**config.mk**
```make
export PLATFORM = sky130hd
export DESIGN_NAME = branch_ctrl
export DESIGN_NICKNAME = d
export VERILOG_FILES = /design/src/rtl/branch_ctrl.sv
export SDC_FILE = /design/constraint.sdc
export NUM_CORES = 1
export LEC_CHECK = 0
export ABC_AREA = 1
export BUFFER_PORTS_ARGS = -buffer_cell sky130_fd_sc_hd__buf_2
export CORE_ASPECT_RATIO = 0.7
export CORE_MARGIN = 3
export CORE_UTILIZATION = 59
export CTS_BUF_LIST = sky130_fd_sc_hd__clkbuf_4 sky130_fd_sc_hd__clkbuf_8
export CTS_CLUSTER_DIAMETER = 100
export DETAILED_ROUTE_END_ITERATION = 10
export PLACE_DENSITY = 0.82
export SYNTH_ARGS = -nofsm -noshare
export SYNTH_HDL_FRONTEND = slang
export SYNTH_SLANG_ARGS = --single-unit
```
**constraint.sdc**
```tcl
create_clock -name clk -period 2.6 [get_ports clk]
set_input_delay 0.39 -clock clk [delete_from_list [all_inputs] [get_ports clk]]
set_output_delay 0.39 -clock clk [all_outputs]
set_load 0.01 [all_outputs]
```
**src/rtl/branch_ctrl.sv**
```systemverilog
// branch_ctrl: redirect/flush/halt control for a simple fetch unit with a return-address stack.
module branch_ctrl #(
  parameter int D     = 6,
  parameter int DEPTH = 4
) (
  input  logic                       clk,
  input  logic                       reset,
  input  logic                       op_valid,
  input  logic [2:0]                 op,
  input  logic [D-1:0]               imm,
  input  logic                       zero,
  input  logic [D-1:0]               pc_cur,
  input  logic                       resume,
  output logic                       jumpEn,
  output logic [D-1:0]               target,
  output logic                       flush,
  output logic                       halted,
  output logic                       stack_ovf,
  output logic                       stack_unf,
  output logic [$clog2(DEPTH+1)-1:0] depth
);
  localparam int DW = $clog2(DEPTH+1);
  localparam int AW = $clog2(DEPTH);
  typedef enum logic [1:0] {RUN, FLUSH, HALT} state_t;
  state_t         state_q, state_d;
  logic [D-1:0]   target_q, target_d;
  logic [DW-1:0]  depth_q, depth_d, top;
  logic           ovf_q, ovf_d, unf_q, unf_d, push;
  logic [D-1:0]   stk_q [DEPTH];
  assign top       = depth_q - DW'(1);
  assign jumpEn    = state_q != RUN;
  assign flush     = state_q != RUN;
  assign halted    = state_q == HALT;
  assign target    = target_q;
  assign stack_ovf = ovf_q;
  assign stack_unf = unf_q;
  assign depth     = depth_q;
  always_comb begin
    state_d  = state_q;
    target_d = target_q;
    depth_d  = depth_q;
    ovf_d    = ovf_q;
    unf_d    = unf_q;
    push     = 1'b0;
    case (state_q)
      RUN: if (op_valid) begin
        case (op)
          3'b001: begin
            state_d  = FLUSH;
            target_d = imm;
          end
          3'b010, 3'b011: if (zero == (op == 3'b010)) begin
            state_d  = FLUSH;
            target_d = pc_cur + imm;
          end
          3'b100: begin
            state_d  = FLUSH;
            target_d = imm;
            if (depth_q == DW'(DEPTH)) ovf_d = 1'b1;
            else begin
              push    = 1'b1;
              depth_d = depth_q + DW'(1);
            end
          end
          3'b101: if (depth_q == '0) unf_d = 1'b1;
          else begin
            state_d  = FLUSH;
            target_d = stk_q[top[AW-1:0]];
            depth_d  = top;
          end
          3'b110: begin
            state_d  = HALT;
            target_d = pc_cur + D'(1);
          end
          default: ;
        endcase
      end
      FLUSH:   state_d = RUN;
      HALT:    state_d = resume ? RUN : HALT;
      default: state_d = RUN;
    endcase
  end
  always_ff @(posedge clk or posedge reset) begin
    if (reset) begin
      state_q  <= RUN;
      target_q <= '0;
      depth_q  <= '0;
      ovf_q    <= 1'b0;
      unf_q    <= 1'b0;
    end else begin
      state_q  <= state_d;
      target_q <= target_d;
      depth_q  <= depth_d;
      ovf_q    <= ovf_d;
      unf_q    <= unf_d;
    end
  end
  // Stack contents need no reset; occupancy alone defines validity.
  always_ff @(posedge clk) begin
    if (push) stk_q[depth_q[AW-1:0]] <= pc_cur + D'(1);
  end
endmodule

```
==> impl_results.md <==
- Flops & latches, synth: 37
- Remaining routing DRC violations: 0
- Clk pin slew, worst setup/hold paths: 0.08 ns
- DRT antenna net count: 0
- Hold Violations, Final: 0
- Setup TNS: 0 ns
- 1st-iter DRT viols: 122
- Max Cap Viol: 0
- Cells after Synth: 268
- Die area: 4620 µm²
- Layout Nets: 337
- Most frequent cell after synthesis: nand2_1
- Vias in the first global route: 1744
- Final Non-Filler Cells: 356
- Top_reg_cell synth: edfxtp_1
- Status: complete, no violations
- Initial core utilization: 0.627
- Worst path max stage delay: 0.49 ns
- Period minus WS final: 1.92 ns
- Final setup violation count: 0
- F_max: 520 MHz
- HP Class: input pin to async pin
- Layout cells sized above 1: 0.225
- Number of synthesized flops with an enable pin: 24
- Area contributors post-synth: edfxtp_1 (32%), dfrtp_1 (14%), nand2_1 (13%), ha_1 (6.1%), nor2_1 (5.5%)
- Gr ovfl total: 0
- Worst path slowest cell: nor2_1
- PortBufs: 33
- Die width: 80.0 µm
- Total power divided by cell area: 839 nW/µm²
- Finished Core Util: 0.712
- CTS tree: yes
- Share of the synthesized area in the top cell type: 0.319
- Data arrival, critical path: 1.87 ns
- CP Capture Type: flop
- Max VDD drop: 0.000509 V
- Crit share post-route: 0.740
- Syn. warnings: 0
- Syn nets: 300
- Pins Over Slew Limit: 0
- Commonest cells post-synth: nand2_1 (77), nor2_1 (33), edfxtp_1 (24)
- Ports: 34
- Cts bufs inserted: 5
- Syn Area/Cell: 8.43 µm²
- Initial antenna violation count: 0
- Kind of cell adding the most delay to the critical path: simple AND/OR/NAND/NOR gates
- CP bufs+invs: 1
- Leakage: 1.22 nW
- Worst-Skew Late Latency: 0.31 ns
- Tot GR Track Use: 0.247
- Cts repair resizes: 0
- Slew @ Worst Pin: 0.572 ns
- Cell Rows: 18
- Post-synthesis sequential area ratio: 0.463
- Yosys top cell by area: edfxtp_1
- Via count: 1900
- Vias per cell: 5.34
- Floorplan die height: 57.8 µm
- CP Cell Sequence: inv_1 -> ha_1 -> nand2_1 -> nand3_1 -> nor2_1
- CP Class: flop to flop
- Clock root buffer master: clkbuf_8
- HPWL Detailed: 3900 µm
- Post-CTS Setup Inserts: 0
- Htree depth: 2
- Worst rel slew slack: 0.617
- Synth cell types: 32
- Largest net degree at the start of global routing: 17
- Post-synthesis async set-or-reset flop share: 0.351
- Skew final: 0.00749 ns
- Area Growth Syn to Fin: 13.6%
- Crit-path max FO: 6
- GP Congestion: 0.908
- WL final: 5010 µm
- First-pass GRT wire length: 8450 µm
- WL/cell: 14.1 µm
- Core area: 3600 µm²
- Levels on crit path: 5
- Dpl cells: 348
- Req. time, crit path: 2.54 ns
- Hold_buf cts: 0
- Diode count: 0
- TritonRoute pass-1 iters: 4
- Reg2Reg Depth: 5
- Area of the mapped netlist: 2260 µm²
- Crit path launch type: flop
- Total power: 0.00215 W
- Max Buffers Root-to-Sink: 2
- Clk sink count: 37
- RSZ-0062 raised after global routing: no
[kinds of logic after synthesis]
logic type / after synthesis / synth area share
flops: 37 / 0.463
compound gates: 23 / 0.0565
fa+ha+maj: 12 / 0.0698
buf+inv: 39 / 0.0693
simple gates: 151 / 0.318
xor+xnor: 6 / 0.0233
[flip-flops by register name, indices dropped and copies added, names as in the netlist]
name	cells
stack_unf	1
stk_q	24
target	6
depth	3
state_q	2
stack_ovf	1
[power breakdown]
part	leakage, nW	total, W	internal [W]	switching [W]
clock network	0.0452	0.000429	0.000195	0.000234
logic	0.798	0.000940	0.000343	0.000597
registers	0.374	0.000783	0.000721	0.0000624
[stage by stage]
step	setup slack (ns)	hold slack, ns	area, µm²
after global routing	0.512	0.154	2560
after CTS	0.678	0.131	2560
final	0.676	0.108	2560
after global placement	0.783	0.446	2470
after detailed placement	0.690	0.452	2470
after floorplan	0.728	0.267	2260
[metal layers]
layer / track usage / share of wire / routed length (µm)
met4: 0.0916 / 0.015 / 74
met5: 0 / 0 / 0
met1: 0.376 / 0.48 / 2420
met3: 0.0590 / 0.094 / 472
met2: 0.344 / 0.41 / 2040
[cells in the final DEF, fill, tap and decap left out, types with 2 or more instances in the layout]
master,count
a21oi_1,6
buf_2,33
clkbuf_8,5
dfrtp_1,13
edfxtp_1,24
ha_1,11
inv_1,23
inv_2,11
inv_6,2
nand2_1,77
nand2_2,3
nand3_1,16
nand3_2,2
nand3_4,2
nand3b_1,2
nand4_1,5
nor2_1,33
nor2_2,3
nor2_4,2
nor2_8,2
o21ai_0,3
o21ai_1,9
o21bai_1,2
or2_1,2
xnor2_1,3
xor2_1,3
[path summary, 6_finish.rpt]
kind / slack, ns / start / end
hold / removal: 0.11 / reset / target[1]
setup reg to reg: 0.68 / depth[1] / stk_q[2][4]
setup / recovery: 0.68 / depth[1] / stk_q[2][4]
max in group asynchronous: 2.13 / reset / state_q[0]
min in group clk: 0.38 / op_valid / stack_ovf
hold reg to reg: 0.46 / stack_ovf / stack_ovf
[cell type report]
class	instances	area [µm²]
Inverter	35	134
Fill cell	297	1040
Sequential cell	37	1050
Multi-Input combinational cell	192	1060
Tap cell	50	62.6
Clock inverter	3	25.0
Clock buffer	5	68.8
Timing Repair Buffer	34	173
Power figures use the tool's default switching activity.
